===== src/rtl/cla_4bit.sv =====
// cla_4bit: 4-bit carry-lookahead adder slice with group P/G and a registered sum/carry copy
module cla_4bit (
    input  logic       clk,
    input  logic       rst,
    input  logic [3:0] a,
    input  logic [3:0] b,
    input  logic       cin,
    output logic [3:0] sum,
    output logic       cout,
    output logic       pg,
    output logic       gg,
    output logic [3:0] sum_q,
    output logic       cout_q
);
    logic [3:0] w_p;
    logic [3:0] w_g;
    logic [3:0] w_c;
    logic [3:0] r_sum;
    logic       r_cout;
    assign w_p = a ^ b;
    assign w_g = a & b;
    // every carry is a flat sum of products of p/g/cin, so no bit waits on its neighbour
    assign w_c[0] = cin;
    assign w_c[1] = w_g[0] | (w_p[0] & cin);
    assign w_c[2] = w_g[1] | (w_p[1] & w_g[0]) | (w_p[1] & w_p[0] & cin);
    assign w_c[3] = w_g[2] | (w_p[2] & w_g[1]) | (w_p[2] & w_p[1] & w_g[0])
                  | (w_p[2] & w_p[1] & w_p[0] & cin);
    assign sum  = w_p ^ w_c;
    assign pg   = &w_p;
    assign gg   = w_g[3] | (w_p[3] & w_g[2]) | (w_p[3] & w_p[2] & w_g[1])
                | (w_p[3] & w_p[2] & w_p[1] & w_g[0]);
    assign cout = gg | (pg & cin);
    always_ff @(posedge clk or negedge rst) begin
        if (!rst) begin
            r_sum  <= 4'b0;
            r_cout <= 1'b0;
        end else begin
            r_sum  <= sum;
            r_cout <= cout;
        end
    end
    assign sum_q  = r_sum;
    assign cout_q = r_cout;
endmodule


===== config.mk =====
export PLATFORM = sky130hd
export DESIGN_NAME = cla_4bit
export DESIGN_NICKNAME = d
export VERILOG_FILES = /design/src/rtl/cla_4bit.sv
export SDC_FILE = /design/constraint.sdc
export NUM_CORES = 1
export LEC_CHECK = 0
export BUFFER_PORTS_ARGS = -buffer_cell sky130_fd_sc_hd__clkbuf_2
export CAP_MARGIN = 20
export CORE_AREA = 8 8 45 47
export DETAILED_ROUTE_END_ITERATION = 12
export DIE_AREA = 0 0 53 55
export PLACE_DENSITY_LB_ADDON = 0.05
export SLEW_MARGIN = 20
export SYNTH_ARGS = -nofsm -noshare
export SYNTH_HDL_FRONTEND = slang
export SYNTH_SLANG_ARGS = --single-unit
export TNS_END_PERCENT = 100

===== constraint.sdc =====
create_clock -name clk -period 1.7 [get_ports clk]
set_input_delay 0.255 -clock clk [delete_from_list [all_inputs] [get_ports clk]]
set_output_delay 0.255 -clock clk [all_outputs]
set_load 0.005 [all_outputs]

==> impl_metrics.sql, run 1 <==
INSERT INTO impl_metrics (metric_group, metric, value, unit) VALUES
('synth', 'synth_common_cells', '5 x dfrtp_1, 4 x ha_1, 4 x inv_1, 3 x a21o_1, 2 x xnor2_1', ''),
('placement', 'detailedPlace.worstSlack', '123.1', 'ps'),
('clock_tree', 'clock_path_buffers', '2', ''),
('placement', 'sum_of_net_half_perimeters_after_detailed_placement', '759.7', 'um'),
('die', 'rows', '14', ''),
('clock_tree', 'cts_post_setup_buffers_inserted', '0', ''),
('worst_setup_path', 'critical_path_required', '1440', 'ps'),
('route', 'routed_wirelength', '847', 'um'),
('power', 'worst_ir_drop_vdd', '0.0002426', 'V'),
('synth', 'async_reset_ff_share', '100.0', '%'),
('route', 'num_vias', '294', ''),
('synth', 'syn-cell-area', '307.8', 'sq um'),
('worst_hold_path', 'hold_class', 'in -> async', ''),
('route', 'avgViaCountPerCell', '4.200', ''),
('synth', 'synth_edf_count', '0', ''),
('clock_tree', 'tritoncts_clock_tree', 'yes', ''),
('global_route', 'grt_first_pass_wirelength', '1.386', 'mm'),
('clock_tree', 'clock_pin_slew_on_the_worst_setup_and_hold_paths', '40', 'ps'),
('synth', 'ys_ff_latch', '5', ''),
('sta', 'setup_violations', '0', ''),
('sta', 'final.min_clock_period', '1575', 'ps'),
('die', 'start_util', '22.24', '%'),
('sta', 'grt_setup_unrepaired', 'false', ''),
('final_layout', 'drive_gt1_share', '51.85', '%'),
('die', 'io_pins', '23', ''),
('synth', 'synth.distinct_cells', '14', ''),
('placement', 'port_buffers', '22', ''),
('die', 'floorplan.die.height', '55', 'um'),
('sta', 'slew_headroom', '86.79', '%'),
('sta', 'hold_ws', '371.2', 'ps'),
('synth', 'synth_most_common_cell', 'dfrtp_1', ''),
('sta', 'portion_of_the_clock_cycle_consumed_by_the_worst_path_in_the_final_layout', '92.66', '%'),
('route', 'route.detailed.wl_per_inst', '12.10', 'um'),
('worst_setup_path', 'crit_path_start', 'a[2]', ''),
('synth', 'synth_area_leader_cell', 'dfrtp_1', ''),
('sta', 'clock.fmax', '634.8', 'MHz'),
('worst_setup_path', 'worst_ep_arrival_time', '1320', 'ps'),
('synth', 'netlist_instances', '27', ''),
('status', 'outcome', 'completed', ''),
('route', 'firstDrtPassIters', '1', ''),
('synth', 'synthTopCellsByArea', 'dfrtp_1 41%, ha_1 16%, a21o_1 7.3%', ''),
('sta', 'setup_total_negative_slack', '0', 'ps'),
('final_layout', 'utilization', '34.27', '%'),
('clock_tree', 'cts_inserted_buffers', '3', ''),
('global_route', 'grt_overflow_total', '0', ''),
('synth', 'yosys.area.top_type_share', '40.65', '%'),
('global_route', 'via_count_of_the_first_global_routing_pass', '340', ''),
('global_route', 'grt_max_degree', '6', ''),
('synth', 'synth_top_flop_cell', 'dfrtp_1', ''),
('power', 'p_leak', '0.2829', 'nW'),
('final_layout', 'layout_nets', '71', ''),
('die', 'chip_width', '53', 'um'),
('worst_setup_path', 'crit_fanout', '5', ''),
('synth', 'post_syn_nets', '43', ''),
('route', 'number_of_nets_with_antenna_violations_after_routing', '0', ''),
('clock_tree', 'cts.htree.levels', '1', ''),
('flow_run', 'max_cap_violations', '0', ''),
('sta', 'worst_pin_slew', '196.7', 'ps'),
('synth', 'post_synth.cell_area_avg', '11.40', 'sq um'),
('die', 'core', '1384', 'sq um'),
('route', 'drc', '0', ''),
('final_layout', 'diodes', '0', ''),
('clock_tree', 'tritoncts_num_sinks', '5', ''),
('worst_setup_path', 'critPathCapture', 'sum[3]', ''),
('worst_setup_path', 'worstSetupStartpointType', 'input port', ''),
('final_layout', 'area_delta_synth_final', '54.07', '%'),
('synth', 'yosysSeqAreaShare', '40.65', '%'),
('sta', 'hold_viol', '0', ''),
('route', 'detail_route.iter0.violations', '0', ''),
('synth', 'synth-warning-count', '0', ''),
('power', 'powerDensity', '869.8', 'nW/um^2'),
('clock_tree', 'root_buffer', 'clkbuf_4', ''),
('global_route', 'groute.usage.overall', '6.641', '%'),
('placement', 'gp_routability_congestion', '0.6502', ''),
('sta', 'final-max-slew-violation-count', '0', ''),
('worst_setup_path', 'crit_type', 'in -> out', ''),
('worst_setup_path', 'end_kind', 'output pin', ''),
('sta', 'setup_slack', '124.8', 'ps'),
('global_route', 'grt_antenna_before_repair', '0', ''),
('die', 'fp.dieArea', '2915', 'sq um');
==> cells by family after synthesis <==
logic type               Yosys count  synth area share, %
XOR/XNOR                           3                8.538
AO/OA/AOI/OAI                      5                11.79
flip-flops                         5                40.65
adder cells (fa/ha/maj)            5                22.77
buffers and inverters              4                4.877
AND/OR/NAND/NOR                    5                11.38
==> worst min-delay path by stage <==
stage / start / to
after detailed placement: rst / sum_q[0]
final: rst / sum_q[3]
after CTS: rst / sum_q[0]
after global placement: rst / sum_q[2]
after floorplan: rst / cout_q
after global routing: rst / sum_q[0]
==> registers in the layout, summed over array words and instances (netlist names) <==
name and count:
cout_q 1, sum_q 4
==> power by group <==
part / internal (mW) / leakage, nW / switching [mW]
clock: 0.0884 / 0.0150 / 0.0435
combinational: 0.0680 / 0.209 / 0.0667
sequential: 0.140 / 0.0587 / 0.00549
total: 0.297 / 0.283 / 0.116
==> worst max-delay path, cell delays in order <==
cell	delay, ps
clkbuf_2	80
ha_1	360
a21oi_2	200
nand3_2	100
xor2_1	180
clkbuf_2	140
==> placed cells by master, fill, tap and decap left out, types with 2 or more instances in the layout <==
master	instances
clkbuf_2	22
ha_1	4
a21o_1	3
dfrtp_1	5
clkbuf_4	3
inv_1	4
xnor2_1	2
==> repair_timing <==
item,in CTS,in global routing
endpoints found under the hold margin,5,0
hold buffers,1,0
resized for setup,0,0
==> final cells by class <==
class                           instances  area, sq um
Clock buffer                            4        26.28
Fill cell                             151        909.6
Inverter                                4        15.01
Multi-Input combinational cell         18        167.7
Sequential cell                         5        125.1
Tap cell                               16        20.02
Timing Repair Buffer                   23        120.1
==> metrics by stage <==
step / total power [mW] / cell area [sq um] / std cells
3_3_place_gp: 0.2821 / 437.9 / 65
3_5_place_dp: 0.2852 / 437.9 / 65
2_1_floorplan: 0.2114 / 307.8 / 27
4_1_cts: 0.4264 / 474.2 / 70
6_report: 0.4125 / 474.2 / 70
5_1_grt: 0.4518 / 474.2 / 70
==> metal layers <==
metal	GRT usage [%]	vias to the layer above	share of wire [%]
met4	6.466	0	0.71
li1	-	147	-
met3	3.209	2	13
met2	11.72	12	55
met5	0	-	0
met1	5.231	133	31
Power figures use the tool's default switching activity.
==> run 2, diff against run 1 <==
==> constraint.sdc (replaced) <==
create_clock -name clk -period 2 [get_ports clk]
set_input_delay 0.3 -clock clk [delete_from_list [all_inputs] [get_ports clk]]
set_output_delay 0.3 -clock clk [all_outputs]
set_load 0.005 [all_outputs]
==> impl_metrics.sql, run 2 (synthesis gave the netlist of run 1 again) <==
INSERT INTO impl_metrics (metric_group, metric, value, unit) VALUES
('sta', 'setup_violations', '0', ''),
('worst_setup_path', 'critical_path_required', '1700', 'ps'),
('final_layout', 'area_delta_synth_final', '54.07', '%'),
('sta', 'final-max-slew-violation-count', '0', ''),
('global_route', 'groute.usage.overall', '6.363', '%'),
('power', 'p_leak', '0.2829', 'nW'),
('global_route', 'grt_max_degree', '6', ''),
('final_layout', 'layout_nets', '71', ''),
('sta', 'setup_total_negative_slack', '0', 'ps'),
('placement', 'gp_routability_congestion', '0.6568', ''),
('sta', 'grt_setup_unrepaired', 'false', ''),
('route', 'detail_route.iter0.violations', '4', ''),
('final_layout', 'diodes', '0', ''),
('sta', 'clock.fmax', '603.2', 'MHz'),
('power', 'power.total', '352.2', 'uW'),
('sta', 'worst_pin_slew', '202.0', 'ps'),
('flow_run', 'max_cap_violations', '0', ''),
('global_route', 'use_met1', '4.762', '%'),
('final_layout', 'nFillCells', '158', ''),
('route', 'avgViaCountPerCell', '4.171', ''),
('final_layout', 'regArea', '125.1', 'sq um'),
('sta', 'slew_headroom', '86.43', '%'),
('die', 'chip_width', '53', 'um'),
('worst_setup_path', 'crit_fanout', '5', ''),
('clock_tree', 'cts.htree.levels', '1', ''),
('clock_tree', 'cts_inserted_buffers', '3', ''),
('global_route', 'grt_overflow_total', '0', ''),
('die', 'core', '1384', 'sq um'),
('power', 'worst_ir_drop_vdd', '0.0001786', 'V'),
('clock_tree', 'cts_post_setup_buffers_inserted', '0', ''),
('worst_hold_path', 'hold_class', 'in -> async', ''),
('final_layout', 'largest_reg_flops', '4', ''),
('worst_setup_path', 'end_kind', 'output pin', ''),
('final_layout', 'multi_input_comb_area', '167.7', 'sq um'),
('placement', 'sum_of_net_half_perimeters_after_detailed_placement', '730.2', 'um'),
('die', 'io_pins', '23', ''),
('route', 'routed_wirelength', '831', 'um'),
('clock_tree', 'clock_pin_slew_on_the_worst_setup_and_hold_paths', '40', 'ps'),
('worst_setup_path', 'crit_type', 'in -> out', ''),
('placement', 'port_buffers', '22', ''),
('global_route', 'grt_first_pass_wirelength', '1.345', 'mm'),
('clock_tree', 'tritoncts_num_sinks', '5', ''),
('power', 'powerDensity', '742.8', 'nW/um^2'),
('die', 'rows', '14', ''),
('clock_tree', 'clock_path_buffers', '2', ''),
('die', 'fp.dieArea', '2915', 'sq um'),
('global_route', 'grt_util_met2', '11.72', '%'),
('route', 'num_vias', '292', ''),
('die', 'floorplan.die.height', '55', 'um'),
('clock_tree', 'root_buffer', 'clkbuf_4', ''),
('route', 'drc', '0', ''),
('global_route', 'met3_usage', '3.476', '%'),
('route', 'route.detailed.wl_per_inst', '11.87', 'um'),
('worst_setup_path', 'worstSetupStartpointType', 'input port', ''),
('sta', 'final.min_clock_period', '1658', 'ps'),
('sta', 'portion_of_the_clock_cycle_consumed_by_the_worst_path_in_the_final_layout', '82.90', '%'),
('final_layout', 'most-common-layout-cells', '22 x clkbuf_2, 5 x dfrtp_1, 4 x inv_1, 4 x ha_1', ''),
('final_layout', 'drive_gt1_share', '51.85', '%'),
('global_route', 'grt_antenna_before_repair', '0', ''),
('die', 'start_util', '22.24', '%'),
('global_route', 'globalRoute.busiestLayer', 'met2', ''),
('worst_setup_path', 'worst_ep_arrival_time', '1360', 'ps'),
('final_layout', 'layout_commonest_cell', 'clkbuf_2', ''),
('global_route', 'via_count_of_the_first_global_routing_pass', '357', ''),
('status', 'outcome', 'completed', ''),
('route', 'number_of_nets_with_antenna_violations_after_routing', '0', ''),
('route', 'firstDrtPassIters', '2', ''),
('clock_tree', 'tritoncts_clock_tree', 'yes', ''),
('sta', 'hold_viol', '0', '');
-- run 2: final cells by class --
| type | count | area share (%) |
|---|---|---|
| inverter | 4 | 3.166 |
| multi-input combinational | 18 | 35.36 |
| clock buffer | 4 | 5.541 |
| tap | 16 | 4.222 |
| timing repair buffer | 23 | 25.33 |
| sequential | 5 | 26.39 |
-- run 2: routing by layer --
| metal | part of all wire (%) | wire length, um |
|---|---|---|
| met5 | 0 | 0 |
| met4 | 0.72 | 6 |
| met3 | 12 | 96 |
| met2 | 55 | 459 |
| met1 | 32 | 268 |
-- run 2: worst max-delay path, cell delays in order --
cell and delay [ps]:
clkbuf_2 80, ha_1 360, a21oi_2 190, nand3_2 110
xor2_1 170, clkbuf_2 140
-- run 2: power breakdown --
group,switching [mW],leakage (nW),internal [mW],total (mW)
clock,0.0390,0.0150,0.0753,0.114
combinational,0.0563,0.209,0.0579,0.114
sequential,0.00447,0.0587,0.119,0.124
-- run 2: timing repair --
action / CTS / global route
endpoints found under the setup margin: 0 / 0
resized for setup: 0 / 0
endpoints found under the hold margin: 5 / 0
hold buffers: 1 / 0
-- run 2: metrics by stage --
stage | hold WS, ps | instances | setup WS [ps] | utilization (%) | cell area [sq um]
6_report | 412.9 | 70 | 342.1 | 34.27 | 474.2
2_1_floorplan | 4.409 | 27 | 592.7 | - | 307.8
3_5_place_dp | 120.6 | 65 | 330.1 | 31.65 | 437.9
4_1_cts | 408.1 | 70 | 322.5 | 34.27 | 474.2
5_1_grt | 411.9 | 70 | 218.5 | 34.27 | 474.2
3_3_place_gp | 117.4 | 65 | 340.2 | 31.65 | 437.9
-- run 2: worst max-delay path by stage --
stage                     from  endpoint  slack (ps)
after floorplan           a[2]      cout         590
after detailed placement  a[2]    sum[3]         330
after global placement    a[2]    sum[3]         340
final                     a[2]    sum[3]         340
after CTS                 a[2]    sum[3]         320
after global routing      a[2]    sum[3]         220
==> run 3, diff against run 2 <==
==> constraint.sdc (replaced) <==
create_clock -name clk -period 1.6 [get_ports clk]
set_input_delay 0.24 -clock clk [delete_from_list [all_inputs] [get_ports clk]]
set_output_delay 0.24 -clock clk [all_outputs]
set_load 0.005 [all_outputs]
==> impl_metrics.sql, run 3 (synthesis gave the netlist of run 1 again) <==
INSERT INTO impl_metrics (metric_group, metric, value, unit) VALUES
('power', 'worst_ir_drop_vdd', '0.0002512', 'V'),
('final_layout', 'layout_commonest_cell', 'clkbuf_2', ''),
('status', 'outcome', 'completed', ''),
('route', 'routed_wirelength', '848', 'um'),
('die', 'floorplan.die.height', '55', 'um'),
('global_route', 'groute.usage.overall', '6.476', '%'),
('power', 'powerDensity', '920.6', 'nW/um^2'),
('sta', 'clock.fmax', '642.6', 'MHz'),
('clock_tree', 'clock_path_buffers', '2', ''),
('sta', 'hold_ws', '353.3', 'ps'),
('final_layout', 'layout_nets', '72', ''),
('final_layout', 'largest_reg_flops', '4', ''),
('sta', 'hold_viol', '0', ''),
('die', 'io_pins', '23', ''),
('die', 'core', '1384', 'sq um'),
('worst_setup_path', 'end_kind', 'output pin', ''),
('route', 'num_vias', '283', ''),
('placement', 'port_buffers', '22', ''),
('final_layout', 'diodes', '0', ''),
('global_route', 'grt_max_degree', '6', ''),
('global_route', 'use_met1', '5.692', '%'),
('sta', 'worst_pin_slew', '202.3', 'ps'),
('global_route', 'grt_util_met2', '10.74', '%'),
('worst_hold_path', 'hold_class', 'in -> async', ''),
('sta', 'setup_violations', '0', ''),
('flow_run', 'max_cap_violations', '0', ''),
('clock_tree', 'cts.htree.levels', '1', ''),
('worst_setup_path', 'crit_path_cell_trace', 'clkbuf_2, ha_1, a21o_1, a21oi_1, xnor2_1, buf_2', ''),
('route', 'firstDrtPassIters', '3', ''),
('placement', 'gp_routability_congestion', '0.6547', ''),
('placement', 'placed_area', '437.9', 'sq um'),
('global_route', 'globalRoute.busiestLayer', 'met2', ''),
('final_layout', 'nFillCells', '144', ''),
('route', 'drc', '0', ''),
('global_route', 'grt_overflow_total', '0', ''),
('power', 'p_leak', '0.2858', 'nW'),
('route', 'detail_route.iter0.violations', '6', ''),
('sta', 'final.min_clock_period', '1556', 'ps'),
('sta', 'setup_total_negative_slack', '0', 'ps'),
('clock_tree', 'clock_pin_slew_on_the_worst_setup_and_hold_paths', '40', 'ps'),
('worst_setup_path', 'timing.critical_path.slowest_cell_delay', '320', 'ps'),
('final_layout', 'finish.instance_area', '484.2', 'sq um'),
('die', 'chip_width', '53', 'um'),
('worst_setup_path', 'critical_path_required', '1360', 'ps'),
('worst_setup_path', 'crit_type', 'in -> out', ''),
('sta', 'grt_setup_unrepaired', 'false', ''),
('clock_tree', 'root_buffer', 'clkbuf_4', ''),
('route', 'number_of_nets_with_antenna_violations_after_routing', '0', ''),
('die', 'fp.dieArea', '2915', 'sq um'),
('worst_setup_path', 'worst_ep_arrival_time', '1320', 'ps'),
('worst_setup_path', 'crit_path_start', 'a[0]', ''),
('clock_tree', 'tritoncts_num_sinks', '5', ''),
('final_layout', 'area_delta_synth_final', '57.32', '%'),
('route', 'avgViaCountPerCell', '3.986', ''),
('clock_tree', 'tritoncts_clock_tree', 'yes', ''),
('final_layout', 'most-common-layout-cells', '21 x clkbuf_2, 5 x dfrtp_1, 4 x inv_1', ''),
('global_route', 'via_count_of_the_first_global_routing_pass', '328', ''),
('sta', 'portion_of_the_clock_cycle_consumed_by_the_worst_path_in_the_final_layout', '97.25', '%'),
('worst_setup_path', 'slowest_stage', 'ha_1', ''),
('global_route', 'met3_usage', '2.941', '%'),
('die', 'start_util', '22.24', '%'),
('final_layout', 'utilization', '34.99', '%'),
('route', 'route.detailed.wl_per_inst', '11.94', 'um'),
('sta', 'slew_headroom', '86.42', '%'),
('worst_setup_path', 'worstSetupStartpointType', 'input port', ''),
('final_layout', 'drive_gt1_share', '54.55', '%'),
('global_route', 'grt_antenna_before_repair', '0', ''),
('die', 'rows', '14', ''),
('worst_setup_path', 'crit_fanout', '3', ''),
('global_route', 'grt_first_pass_wirelength', '1.345', 'mm'),
('sta', 'final-max-slew-violation-count', '0', ''),
('clock_tree', 'cts_inserted_buffers', '3', '');
[run 3: repair_timing]
action                     CTS  global route
resized for setup            0             2
buffers inserted             0             1
setup endpoints to repair    0             2
hold endpoints to repair     5             0
hold buffers                 1             0
[run 3: final timing paths]
check,end,cells after the start,slack (ps)
min in group clk,cout_q,3,390
worst max-delay path,sum[2],6,40
max in group asynchronous,cout_q,2,1110
worst min-delay path,sum_q[0],2,350
[run 3: stage by stage]
stage	cells	power, mW	setup WS, ps
2_1_floorplan	27	0.2246	312.7
6_report	71	0.4457	43.92
3_3_place_gp	65	0.2995	54.11
5_1_grt	71	0.4895	1.827
4_1_cts	70	0.4527	21.32
3_5_place_dp	65	0.3034	18.33
[run 3: cell type report]
class                      count  area (sq um)  area share [%]
clock buffer                   4         26.28           5.426
multi-input combinational     18         170.2           35.14
timing repair buffer          24         127.6           26.36
sequential                     5         125.1           25.84
inverter                       4         15.01           3.101
tap                           16         20.02           4.134
[run 3: power breakdown]
group	internal (mW)	switching, mW	total (mW)
combinational	0.0792	0.0720	0.151
sequential	0.149	0.00607	0.155
clock	0.0939	0.0453	0.139
total	0.322	0.123	0.446
[run 3: per-layer routing]
layer  up-vias  wire, um
met5         -         0
met4         0         6
met3         2        95
met2        12       452
met1       121       293
li1        148         -
[run 3: critical path, delay by kind of cell]
kind            cells  cell delay [ps]
compound gates      2              340
fa+ha+maj           1              320
buf+inv             2              240
xor+xnor            1              170
